===== src/rtl/uart_tx_arb_if.sv =====
// Requester and TX FIFO signals of the UART TX arbiter.
// master: requesters plus the downstream FIFO; slave: the arbiter.
interface uart_tx_arb_if;
  logic       req0_valid;
  logic       req1_valid;
  logic [7:0] req0_data;
  logic [7:0] req1_data;
  logic       req0_last;
  logic       req1_last;
  logic       req0_ready;
  logic       req1_ready;
  logic       tx_full;
  logic       tx_push;
  logic [7:0] tx_wdata;

  modport master (
    output req0_valid, req1_valid, req0_data, req1_data, req0_last, req1_last, tx_full,
    input  req0_ready, req1_ready, tx_push, tx_wdata
  );

  modport slave (
    input  req0_valid, req1_valid, req0_data, req1_data, req0_last, req1_last, tx_full,
    output req0_ready, req1_ready, tx_push, tx_wdata
  );
endinterface


===== src/rtl/uart_tx_arb.sv =====
// Two-requester, packet-locked arbiter feeding a UART TX FIFO.
// Optional idle-lock timeout is built when UART_TX_ARB_TIMEOUT_EN is defined.
//
// state | meaning
// IDLE  | no owner, arbitrating (round-robin on ties)
// GNT0  | req0 (RX echo) owns the TX path until its last byte
// GNT1  | req1 (message source) owns the TX path until its last byte
module uart_tx_arb #(
  parameter int unsigned TO_CYCLES = 16'd50000,
  parameter int unsigned TO_W      = 16
) (
  input  logic         clk,
  input  logic         rst,
  uart_tx_arb_if.slave bus,
  output logic [1:0]   grant,
  output logic         busy,
  output logic         to_err
);

  typedef enum logic [1:0] {
    IDLE = 2'd0,
    GNT0 = 2'd1,
    GNT1 = 2'd2
  } state_e;

  state_e state_q, state_d;
  logic   last_gnt_q, last_gnt_d;
  logic   gnt_valid;
  logic   gnt_last;
  logic   push;
  logic   timeout_hit;

  if (TO_W < 1 || TO_CYCLES < 1) begin : g_bad_cfg
    $error("uart_tx_arb: TO_W and TO_CYCLES must be nonzero");
  end

  // last_gnt resets to req1 so that req0 wins the first tie
  always_ff @(posedge clk) begin
    if (!rst) begin
      state_q    <= IDLE;
      last_gnt_q <= 1'b1;
    end else begin
      state_q    <= state_d;
      last_gnt_q <= last_gnt_d;
    end
  end

  always_comb begin
    state_d    = state_q;
    last_gnt_d = last_gnt_q;
    case (state_q)
      IDLE: begin
        if (bus.req0_valid && bus.req1_valid) begin
          state_d = last_gnt_q ? GNT0 : GNT1;
        end else if (bus.req0_valid) begin
          state_d = GNT0;
        end else if (bus.req1_valid) begin
          state_d = GNT1;
        end
      end
      GNT0, GNT1: begin
        if ((push && gnt_last) || timeout_hit) begin
          state_d    = IDLE;
          last_gnt_d = (state_q == GNT1);
        end
      end
      default: state_d = IDLE;
    endcase
  end

  always_comb begin
    grant          = 2'b00;
    busy           = 1'b0;
    gnt_valid      = 1'b0;
    gnt_last       = 1'b0;
    bus.req0_ready = 1'b0;
    bus.req1_ready = 1'b0;
    bus.tx_wdata   = 8'h00;
    case (state_q)
      GNT0: begin
        grant          = 2'b01;
        busy           = 1'b1;
        gnt_valid      = bus.req0_valid;
        gnt_last       = bus.req0_last;
        bus.req0_ready = ~bus.tx_full;
        bus.tx_wdata   = bus.req0_data;
      end
      GNT1: begin
        grant          = 2'b10;
        busy           = 1'b1;
        gnt_valid      = bus.req1_valid;
        gnt_last       = bus.req1_last;
        bus.req1_ready = ~bus.tx_full;
        bus.tx_wdata   = bus.req1_data;
      end
      default: ;
    endcase
    push        = (bus.req0_ready & bus.req0_valid) | (bus.req1_ready & bus.req1_valid);
    bus.tx_push = push;
  end

`ifdef UART_TX_ARB_TIMEOUT_EN
  localparam logic [TO_W-1:0] TO_LAST = TO_W'(TO_CYCLES - 1);

  logic [TO_W-1:0] cnt_q, cnt_d;
  logic            to_err_q;

  // Only a silent owner ages; backpressure from the FIFO is not the owner's fault.
  assign timeout_hit = busy & ~gnt_valid & ~bus.tx_full & (cnt_q == TO_LAST);

  always_comb begin
    cnt_d = cnt_q + 1'b1;
    if (!busy || gnt_valid || bus.tx_full || timeout_hit) begin
      cnt_d = '0;
    end
  end

  always_ff @(posedge clk) begin
    if (!rst) begin
      cnt_q    <= '0;
      to_err_q <= 1'b0;
    end else begin
      cnt_q    <= cnt_d;
      to_err_q <= timeout_hit;
    end
  end

  assign to_err = to_err_q;
`else
  assign timeout_hit = 1'b0;
  assign to_err      = 1'b0;
`endif

endmodule


===== src/flat_wrapper.sv =====
// flat-port wrapper written by rule: the top's interface ports become plain ports
module uart_tx_arb_flat 
#(
  parameter int unsigned TO_CYCLES = 16'd50000,
  parameter int unsigned TO_W      = 16
)
  (clk, rst, grant, busy, to_err, bus_req0_valid, bus_req1_valid, bus_req0_data, bus_req1_data, bus_req0_last, bus_req1_last, bus_tx_full, bus_req0_ready, bus_req1_ready, bus_tx_push, bus_tx_wdata);
  uart_tx_arb_if bus_i ();
  input  logic clk;
  input  logic rst;
  output logic [1:0] grant;
  output logic busy;
  output logic to_err;
  input wire logic [$bits(bus_i.req0_valid)-1:0] bus_req0_valid;
  input wire logic [$bits(bus_i.req1_valid)-1:0] bus_req1_valid;
  input wire logic [$bits(bus_i.req0_data)-1:0] bus_req0_data;
  input wire logic [$bits(bus_i.req1_data)-1:0] bus_req1_data;
  input wire logic [$bits(bus_i.req0_last)-1:0] bus_req0_last;
  input wire logic [$bits(bus_i.req1_last)-1:0] bus_req1_last;
  input wire logic [$bits(bus_i.tx_full)-1:0] bus_tx_full;
  output wire logic [$bits(bus_i.req0_ready)-1:0] bus_req0_ready;
  output wire logic [$bits(bus_i.req1_ready)-1:0] bus_req1_ready;
  output wire logic [$bits(bus_i.tx_push)-1:0] bus_tx_push;
  output wire logic [$bits(bus_i.tx_wdata)-1:0] bus_tx_wdata;
  assign bus_i.req0_valid = bus_req0_valid;
  assign bus_i.req1_valid = bus_req1_valid;
  assign bus_i.req0_data = bus_req0_data;
  assign bus_i.req1_data = bus_req1_data;
  assign bus_i.req0_last = bus_req0_last;
  assign bus_i.req1_last = bus_req1_last;
  assign bus_i.tx_full = bus_tx_full;
  assign bus_req0_ready = bus_i.req0_ready;
  assign bus_req1_ready = bus_i.req1_ready;
  assign bus_tx_push = bus_i.tx_push;
  assign bus_tx_wdata = bus_i.tx_wdata;
  uart_tx_arb #(.TO_CYCLES(TO_CYCLES), .TO_W(TO_W)) u_core (.clk(clk), .rst(rst), .bus(bus_i), .grant(grant), .busy(busy), .to_err(to_err));
endmodule

===== config.mk =====
export PLATFORM = sky130hd
export DESIGN_NAME = uart_tx_arb_flat
export DESIGN_NICKNAME = d
export VERILOG_FILES = /design/src/rtl/uart_tx_arb_if.sv /design/src/rtl/uart_tx_arb.sv /design/src/flat_wrapper.sv
export SDC_FILE = /design/constraint.sdc
export NUM_CORES = 1
export LEC_CHECK = 0
export CAP_MARGIN = 20
export CORE_MARGIN = 2
export CORE_UTILIZATION = 29
export DETAILED_ROUTE_END_ITERATION = 10
export PLACE_DENSITY = 0.77
export RECOVER_POWER = 25
export SYNTH_ARGS = -nofsm -noshare
export SYNTH_HDL_FRONTEND = slang
export SYNTH_SLANG_ARGS = --single-unit

===== constraint.sdc =====
create_clock -name clk -period 1.6 [get_ports clk]
set_input_delay 0.24 -clock clk [delete_from_list [all_inputs] [get_ports clk]]
set_output_delay 0.24 -clock clk [all_outputs]
set_load 0.02 [all_outputs]

==> metrics.md <==
| Metric | Value |
|---|---|
| Status | finished with violations |
| Violated checks | setup timing |
| GP Congestion | around 0.70 |
| Synth area leader | a22oi_1 |
| Setup TNS | -0.0146 ns |
| Via count | between 500 and 600 |
| Vias per cell | 4.89 |
| Sequential area share after synthesis | 14.8% |
| Antenna violations before repair | 0 |
| Grt total ovfl | 0 |
| Worst Path Required | roughly 1.4 ns |
| Fin cells | 119 |
| Core Rows | 13 |
| Final net count | approximately 130 |
| Synth Flop Type | dfxtp_1 |
| Largest net degree at the start of global routing | 12 |
| I/O pins | 38 |
| Gate power share | between 80% and 90% |
| Library cells used by synthesis | 18 |
| Layout cells sized above 1 | 56.7% |
| Async set-reset flop share out of synthesis | 0% |
| FMAX | 0.622 GHz |
| Synth Cell Area | 407 sq um |
| Post-Syn Nets | just under 80 |
| N_diodes | 0 |
| Power per Cell Area | around 1900 nW/um^2 |
| Final hold vios | 0 |
| Final worst slack | -0.00711 ns |
| Max Buffers Root-to-Sink | 2 |
| Sink Count | 3 |
| Clk slew on worst S/H paths | ~0.04 ns |
| DRC | 0 |
| Layout Skew | 0.00160 ns |
| Max Cap Viol | 0 |
| Clock share of power | between 7 and 8% |
| Nature of the critical path startpoint | flip-flop |
| Hold crit path type | flip-flop to flip-flop |
| Sw Ratio | 43.1% |
| Detailed placement HPWL | about 1200 microns |
| Fin. max-slew vios | 0 |
| Area contributors post-synth | a22oi_1, ha_1, nor2b_1 |
| Clock root cell | clkbuf_4 |
| Synth Area in Simple Gates | between 20 and 30% |
| WS Path Type | flip-flop to output port |
| P_leak | ~0.00041 uW |
| Global-route wire length before repair | 2700 microns |
| RSZ-0062 raised after global routing | yes |
| Final antenna-violating net count | 0 |
| Synth top cells by count | a22oi_1, nor2b_1, ha_1 |
| Ys Warns | 0 |
| CTS tree | done |
| # fillers | 101 |
| Gr usage total | about a fifth |
| Cts hold-fix bufs | 0 |
| Tcrit/Tclk final | 100% |
| Seq cells post-synth | 3 |
| Largest family of logic cells by synthesized area | compound AO/OA/AOI/OAI gates |
| GR Layer Usage met2 | 37.8% |
| Multiplexer area fraction after synthesis | about 7.4% |
| Setup violations, final | 3 |
| TritonCTS buffer count | 3 |
| Worst vdd ir | between 0.0015 and 0.002 V |
| Placed Area | 861 sq um |
| Vias in the first global route | between 600 and 700 |
| WL/cell | 13.5 microns |
| I/O Buffers | 36 |
| Die Y | between 40 and 50 microns |
| Post-Synth XOR/XNOR Area | 0% |
| Endpoint class of the critical path | output port |
| NetSw | 802 uW |
| Design Area, Final | approximately 1000 sq um |
| Worst-skew pair later-pin latency | ~0.24 ns |
| Gr busiest metal | met2 |
| Post-synthesis compound-gate area fraction | between 20% and 30% |
| Power Internal | between 1000 and 1500 uW |
| Post-Synth Adder-Cell Area | between 10% and 20% |
| First-pass DRT Iterations | 2 |
| Arrival @ worst endpoint | between 1 and 1.5 ns |
| Inst Count DP | around 110 |
| Synth Instances | between 50 and 60 |
| Die width | slightly above 40 microns |
| Met3 GRT Util | 5.22% |
| Placeable Area | 1300 sq um |
| DRT Wirelength | around 1600 microns |
| CTS H-Tree Depth | 1 |
| Largest fanout on the critical path | 6 |
| Sequential power share | ~8% |
| Area grow syn2layout | 146% |
| Number of DRC markers in iteration 0 | 3 |
| Initial Util | between 30% and 40% |
| Met1 usage | around a fifth |
| Top-area cell type share of the netlist area | a little under a fifth |
| Post-layout min period | approximately 1.6 ns |
| Overall die area | roughly 1700 sq um |
| Avg Cell Area, Syn | between 7 and 8 sq um |
| Number of synthesized flops with an enable pin | 0 |
kinds of logic (layout without fill, tap and decap cells):
family                     Yosys count  after routing
muxes                                3              3
buffers and inverters                7             60
other                                1              1
and+or+nand+nor                     18             18
adders and majority gates            5              5
DFF                                  3              3
AOI/OAI and AO/OA                   14             14
metrics by stage:
stage	hold slack (ns)	total power, uW	setup WS [ns]	util, %
6_report	0.513	1860	-0.00711	77.0
5_1_grt	0.535	2000	-0.0626	77.0
4_1_cts	0.505	1790	-0.0251	74.9
3_5_place_dp	0.496	1400	-0.427	66.2
3_3_place_gp	0.495	1380	-0.353	66.2
2_1_floorplan	0.302	893	0.0220	-
power groups by stage:
| stage | clock network (uW) | logic (uW) | registers (uW) |
|---|---|---|---|
| finish | 137 | 1580 | 147 |
| global route | 147 | 1700 | 155 |
| CTS | 143 | 1500 | 140 |
| detailed placement | 0 | 1280 | 124 |
| global placement | 0 | 1260 | 120 |
| floorplan | 0 | 766 | 126 |
layout by cell type, fill, tap and decap left out, types with 2 or more instances in the layout:
master            n
clkdlybuf4s50_1  22
buf_4            20
a22oi_2          10
nor2b_2           8
nand2_1           4
buf_2             4
buf_6             4
ha_4              3
clkbuf_4          3
inv_2             2
nor2_1            2
nor2b_1           2
mux2i_1           2
o21ai_0           2
ha_1              2
dlygate4sd2_1     2
worst paths after layout:
path / slack (ns) / cells after the start / end / startpoint
min: 0.51 / 2 / u_core.last_gnt_q / u_core.last_gnt_q
max reg2reg: 0.02 / 7 / u_core.state_q[1] / u_core.state_q[0]
min reg2reg: 0.51 / 2 / u_core.last_gnt_q / u_core.last_gnt_q
max: -0.007 / 6 / bus_tx_wdata[0] / u_core.state_q[0]
routing by layer:
layer | share of wire [%] | wire length (microns) | vias to the layer above
met2 | 57 | 912 | 27
met4 | 3.3 | 53 | 0
li1 | - | - | 284
met1 | 33 | 529 | 265
met5 | 0 | 0 | -
met3 | 6.8 | 109 | 6
repair_timing:
item | 4_1_cts | 5_1_grt
setup buffers | 5 | 1
endpoints found under the setup margin | 17 | 13
gates resized for setup | 71 | 12
pin swaps | 3 | 4
sequential cells by signal, summed over array words and instances, names as in the netlist:
register and flops:
u_core.last_gnt_q 1, u_core.state_q 2
cell type report:
class	instances	area [sq um]	area share (%)
multi-input combinational	41	423	42.2
clock buffer	4	26.3	2.62
sequential	3	65.1	6.49
tap	15	18.8	1.87
timing repair buffer	53	458	45.7
inverter	3	11.3	1.12
critical path, stage by stage (launching register included):
cell	delay (ns)
dfxtp_2	0.32
buf_4	0.15
ha_4	0.17
buf_6	0.13
a22oi_2	0.15
nor2b_2	0.05
buf_4	0.15
No activity file was read; power rests on OpenSTA's default activity.
